===== config.mk =====
export PLATFORM = sky130hd
export DESIGN_NAME = fpu_arbiter
export DESIGN_NICKNAME = d
export VERILOG_FILES = /design/src/rtl/fpu_arbiter.sv
export SDC_FILE = /design/constraint.sdc
export NUM_CORES = 1
export LEC_CHECK = 0
export ABC_AREA = 1
export CORE_MARGIN = 5
export CORE_UTILIZATION = 36
export DETAILED_ROUTE_END_ITERATION = 7
export PLACE_DENSITY_LB_ADDON = 0.3
export SYNTH_ARGS = -nofsm -noshare
export SYNTH_HDL_FRONTEND = slang
export SYNTH_SLANG_ARGS = --single-unit

===== constraint.sdc =====
create_clock -name clock -period 4.4 [get_ports clock]
set_input_delay 0.44 -clock clock [delete_from_list [all_inputs] [get_ports clock]]
set_output_delay 0.44 -clock clock [all_outputs]
set_load 0.01 [all_outputs]

===== src/rtl/fpu_arbiter.sv =====
// Round-robin sharing of one fpu between N requesters, with an issue-to-result watchdog.
// state | meaning: IDLE no op | ISSUE input_rdy up | WAIT await output_rdy | ACK output_ack up | RESP hold response
module fpu_arbiter #(
    parameter int          N              = 2,
    parameter int          TIMEOUT_CYCLES = 64,
    parameter logic [31:0] NAN_VALUE      = 32'hFFFF_FFFF
) (
    input  logic              clock,
    input  logic              reset,
    input  logic [N-1:0]      req_valid,
    input  logic [4*N-1:0]    req_op,
    input  logic [32*N-1:0]   req_a,
    input  logic [32*N-1:0]   req_b,
    output logic [N-1:0]      req_ready,
    output logic [N-1:0]      rsp_valid,
    output logic [31:0]       rsp_result,
    output logic              rsp_error,
    input  logic [N-1:0]      rsp_ack,
    output logic [3:0]        fpu_operation,
    output logic [31:0]       fpu_data_a,
    output logic [31:0]       fpu_data_b,
    output logic              fpu_input_rdy,
    input  logic              fpu_input_ack,
    input  logic              fpu_output_rdy,
    output logic              fpu_output_ack,
    input  logic [31:0]       fpu_result,
    output logic              fpu_flush,
    output logic              busy
);

    localparam int ID_W  = $clog2(N);
    localparam int CNT_W = $clog2(TIMEOUT_CYCLES + 1);
    localparam logic [CNT_W-1:0] CNT_LAST = CNT_W'(TIMEOUT_CYCLES - 1);

    typedef enum logic [2:0] {
        S_IDLE,
        S_ISSUE,
        S_WAIT,
        S_ACK,
        S_RESP
    } state_t;

    state_t            state_q, state_d;
    logic [ID_W-1:0]   rr_ptr_q, rr_ptr_d;
    logic [ID_W-1:0]   id_q, id_d;
    logic [3:0]        op_q, op_d;
    logic [31:0]       a_q, a_d;
    logic [31:0]       b_q, b_d;
    logic [31:0]       result_q, result_d;
    logic              error_q, error_d;
    logic [CNT_W-1:0]  cnt_q, cnt_d;
    logic              flush_q, flush_d;

    logic              gnt_found;
    logic [ID_W-1:0]   gnt_id;
    logic [ID_W:0]     cand;
    logic [N-1:0]      grant_pulse;
    logic              abort;
    logic              cnt_at_limit;

    // Scan rr_ptr, rr_ptr+1, ... wrapping at N; first valid requester wins.
    always_comb begin
        gnt_found = 1'b0;
        gnt_id    = '0;
        cand      = '0;
        for (int k = 0; k < N; k++) begin
            cand = {1'b0, rr_ptr_q} + (ID_W+1)'(k);
            if (cand >= (ID_W+1)'(N)) begin
                cand = cand - (ID_W+1)'(N);
            end
            if (!gnt_found && req_valid[cand[ID_W-1:0]]) begin
                gnt_found = 1'b1;
                gnt_id    = cand[ID_W-1:0];
            end
        end
    end

    always_comb begin
        state_d        = state_q;
        rr_ptr_d       = rr_ptr_q;
        id_d           = id_q;
        op_d           = op_q;
        a_d            = a_q;
        b_d            = b_q;
        result_d       = result_q;
        error_d        = error_q;
        cnt_d          = cnt_q;
        flush_d        = 1'b0;
        abort          = 1'b0;
        grant_pulse    = '0;
        rsp_valid      = '0;
        rsp_result     = '0;
        rsp_error      = 1'b0;
        fpu_input_rdy  = 1'b0;
        fpu_output_ack = 1'b0;
        fpu_operation  = '0;
        fpu_data_a     = '0;
        fpu_data_b     = '0;
        cnt_at_limit   = (cnt_q == CNT_LAST);

        case (state_q)
            S_IDLE: begin
                if (gnt_found) begin
                    grant_pulse[gnt_id] = 1'b1;
                    id_d    = gnt_id;
                    op_d    = req_op[4*gnt_id +: 4];
                    a_d     = req_a[32*gnt_id +: 32];
                    b_d     = req_b[32*gnt_id +: 32];
                    cnt_d   = '0;
                    error_d = 1'b0;
                    state_d = S_ISSUE;
                end
            end
            S_ISSUE: begin
                fpu_input_rdy = 1'b1;
                cnt_d = cnt_q + 1'b1;
                if (fpu_input_ack) begin
                    state_d = S_WAIT;
                end else if (cnt_at_limit) begin
                    abort = 1'b1;
                end
            end
            S_WAIT: begin
                cnt_d = cnt_q + 1'b1;
                if (fpu_output_rdy) begin
                    result_d = fpu_result;
                    state_d  = S_ACK;
                end else if (cnt_at_limit) begin
                    abort = 1'b1;
                end
            end
            S_ACK: begin
                fpu_output_ack = 1'b1;
                if (!fpu_output_rdy) begin
                    state_d = S_RESP;
                end
            end
            S_RESP: begin
                rsp_valid[id_q] = 1'b1;
                rsp_result      = result_q;
                rsp_error       = error_q;
                if (rsp_ack[id_q]) begin
                    rr_ptr_d = (id_q == ID_W'(N - 1)) ? '0 : id_q + 1'b1;
                    cnt_d    = '0;
                    error_d  = 1'b0;
                    state_d  = S_IDLE;
                end
            end
            default: state_d = S_IDLE;
        endcase

        // A handshake exit in the same cycle has already pre-empted abort above.
        if (abort) begin
            result_d = NAN_VALUE;
            error_d  = 1'b1;
            flush_d  = 1'b1;
            state_d  = S_RESP;
        end

        if (state_q == S_ISSUE || state_q == S_WAIT || state_q == S_ACK) begin
            fpu_operation = op_q;
            fpu_data_a    = a_q;
            fpu_data_b    = b_q;
        end
    end

    always_ff @(posedge clock or posedge reset) begin
        if (reset) begin
            state_q  <= S_IDLE;
            rr_ptr_q <= '0;
            id_q     <= '0;
            op_q     <= '0;
            a_q      <= '0;
            b_q      <= '0;
            result_q <= '0;
            error_q  <= 1'b0;
            cnt_q    <= '0;
            flush_q  <= 1'b0;
        end else begin
            state_q  <= state_d;
            rr_ptr_q <= rr_ptr_d;
            id_q     <= id_d;
            op_q     <= op_d;
            a_q      <= a_d;
            b_q      <= b_d;
            result_q <= result_d;
            error_q  <= error_d;
            cnt_q    <= cnt_d;
            flush_q  <= flush_d;
        end
    end

    // Grant is combinational in IDLE, so mask it while reset holds the FSM.
    assign req_ready = reset ? '0 : grant_pulse;
    assign fpu_flush = flush_q;
    assign busy      = (state_q != S_IDLE);

endmodule


==> flow_metrics.env <==
export IMPL_p_per_area_nw_per_um2=680
export IMPL_rsz0062_at_grt="no"
export IMPL_rows=47
export IMPL_ys_warn_count=0
export IMPL_worst_setup_path_type="reg -> out"
export IMPL_cp_data_required_time_ns=3.96
export IMPL_tightest_slew_ns=0.856
export IMPL_hold_viol=0
export IMPL_cp_max_fo=42
export IMPL_post_cts_repair_setup_buffers=0
export IMPL_grt_pass1_vias=5933
export IMPL_leakage_nw=4.50
export IMPL_cts_sinks=114
export IMPL_synth_cell_type_count=29
export IMPL_cts_buffers=17
export IMPL_r2r_slack_ns=2.37
export IMPL_post_route_min_period_ns=3.26
export IMPL_final_cell_mix="clkdlybuf4s50_1, nand2_1, inv_1"
export IMPL_layout_drive_gt1_share=0.0561
export IMPL_yosysTopAreaCell="dfrtp_1"
export IMPL_syn_inst=778
export IMPL_final_nets=1215
export IMPL_max_freq_mhz=307
export IMPL_place_congestion=0.805
export IMPL_globalRouteOverflowTotal=0
export IMPL_grt_pass1_wl_mm=31.4
export IMPL_routed_wl_mm=19.7
export IMPL_maxSlewHeadroom=0.428
export IMPL_tritoncts="yes"
export IMPL_via_per_inst=4.80
export IMPL_dpl_hpwl_mm=14.0
export IMPL_final_common_cell="clkdlybuf4s50_1"
export IMPL_cts_resized=0
export IMPL_syn_nets=955
export IMPL_status="finished, final reports clean"
export IMPL_io_buffers=284
export IMPL_p_total_mw=6.44
export IMPL_worstPathArrival_ns=2.82
export IMPL_synth_area_leaders="dfrtp_1, nand2_1, a22oi_1"
export IMPL_nFillCells=1504
export IMPL_dr_pass1_iters=5
export IMPL_setup_ws_ns=1.14
export IMPL_seq_power_share=0.266
export IMPL_startpoint_type="flop"
export IMPL_dp_slack_ns=1.54
export IMPL_fin_setup_tns_ns=0
export IMPL_setup_violations=0
export IMPL_synthToLayoutAreaGrowth_pct=59.5
export IMPL_synth_top_area_share=0.481
export IMPL_hold_class="reg -> reg"
export IMPL_dieWidth_um=138
export IMPL_cap_violations=0
export IMPL_grt_max_degree=69
export IMPL_ios=285
export IMPL_die_h_um=138
export IMPL_netlist_area_um2=5940
export IMPL_htreeDepth=4
export IMPL_p_clk_frac=0.221
export IMPL_clkLatencyLatePin_ns=0.42
export IMPL_cts_hold_buf=0
export IMPL_core_um2=16400
export IMPL_switching_power_mw=2.42
export IMPL_sw_frac_of_total=0.377
export IMPL_antenna_cells=0
export IMPL_combPwrFrac=0.513
export IMPL_final_max_slew_viol_count=0
export IMPL_place_inst=1239
export IMPL_stdcell_count=1271
export IMPL_hold_slack_ns=0.471
export IMPL_p_int_mw=4.01
export IMPL_ys_seq_elements=114
export IMPL_fin_crit_sh=0.741
export IMPL_cts_root_buf="clkbuf_16"
export IMPL_wl_per_cell_um=15.5
export IMPL_syn_area_per_cell_um2=7.63
export IMPL_initial_utilization=0.362
export IMPL_die_area_um2=19200
export IMPL_vias=6096
export IMPL_ant_nets=0
export IMPL_grtUsageTotal=0.203
export IMPL_drc=0
export IMPL_cts_max_path_buffers=2
export IMPL_antenna_found_initial=0
export IMPL_max_vdd_ir_drop_uv=375
export IMPL_clkTransAtPathRegs_ns=0.05
export IMPL_synth_seq_area_share=0.481
export IMPL_skew_ns=0.0118
export IMPL_end_kind="primary output"
export IMPL_drt_iter0_drc=367
worst max-delay path, cell delays in order (launching register included):
cell and delay (ns):
dfrtp_1 0.48, inv_1 0.14, nand2_1 0.09, nand2_2 0.49
buf_4 0.52, nor2_1 0.13, clkdlybuf4s50_1 0.52
final timing paths:
check	to	start	depth (start not counted)
max in group asynchronous	a_q[6]	reset	3
worst min-delay path	error_q	error_q	2
min in group asynchronous	b_q[21]	reset	2
worst max register to register	result_q[6]	state_q[2]	6
worst max-delay path	fpu_data_b[29]	state_q[0]	6
worst min register to register	error_q	error_q	2
cell usage after synthesis:
cell	instances
nor2_1	109
inv_2	1
dfrtp_1	114
nand2_2	4
a21oi_1	68
o21ai_1	7
ha_1	1
a22oi_1	68
clkinv_1	1
o21ai_0	12
buf_6	5
clkbuf_1	23
buf_1	3
nand3_2	1
nand2_1	160
nand4_1	2
nand3b_1	1
or2_2	4
inv_1	117
buf_2	16
nor2_4	2
a31o_2	1
o31ai_4	1
buf_4	4
nor2_2	2
inv_4	1
nor3_1	4
nand3_1	45
a21oi_2	1
power groups by stage:
stage                     registers [mW]  logic [mW]  clock network (mW)
final                               1.71        3.30                1.42
after global routing                1.77        3.67                1.49
after CTS                           1.72        3.35                1.45
after detailed placement            1.73        3.32                   0
after global placement              1.72        3.30                   0
after floorplan                     1.69        1.85                   0
kinds of logic after synthesis:
kind of cell,count (synthesis),synth area share
adders and majority gates,1,0.00211
buffers and inverters,171,0.121
AOI/OAI and AO/OA,158,0.166
DFF,114,0.481
and+or+nand+nor,334,0.231
layout make-up:
cell class	instances	area [um^2]	share of cell area
multi-input combinational	493	2380	0.251
timing repair buffer	292	2900	0.307
clock inverter	10	131	0.0139
clock buffer	22	474	0.0501
tap	220	275	0.0291
inverter	120	455	0.0481
sequential	114	2850	0.301
flip-flops by register name, indices dropped and copies added, names as in the netlist:
register,cells
a_q,32
b_q,32
cnt_q,7
error_q,1
fpu_flush,1
id_q,1
op_q,4
result_q,32
rr_ptr_q,1
state_q,3
metrics by stage:
| stage | cell area (um^2) | utilization |
|---|---|---|
| floorplan | 5940 | - |
| global route | 9470 | 0.577 |
| global placement | 8860 | 0.540 |
| CTS | 9470 | 0.577 |
| detailed placement | 8860 | 0.540 |
| finish | 9470 | 0.577 |
layer usage:
layer | part of all wire | wire, um | GRT usage
met1 | 0.42 | 8210 | 0.253
met2 | 0.47 | 9250 | 0.326
met3 | 0.094 | 1840 | 0.0722
met4 | 0.021 | 405 | 0.0728
met5 | 0 | 0 | 0
No activity file was read; power rests on OpenSTA's default activity.
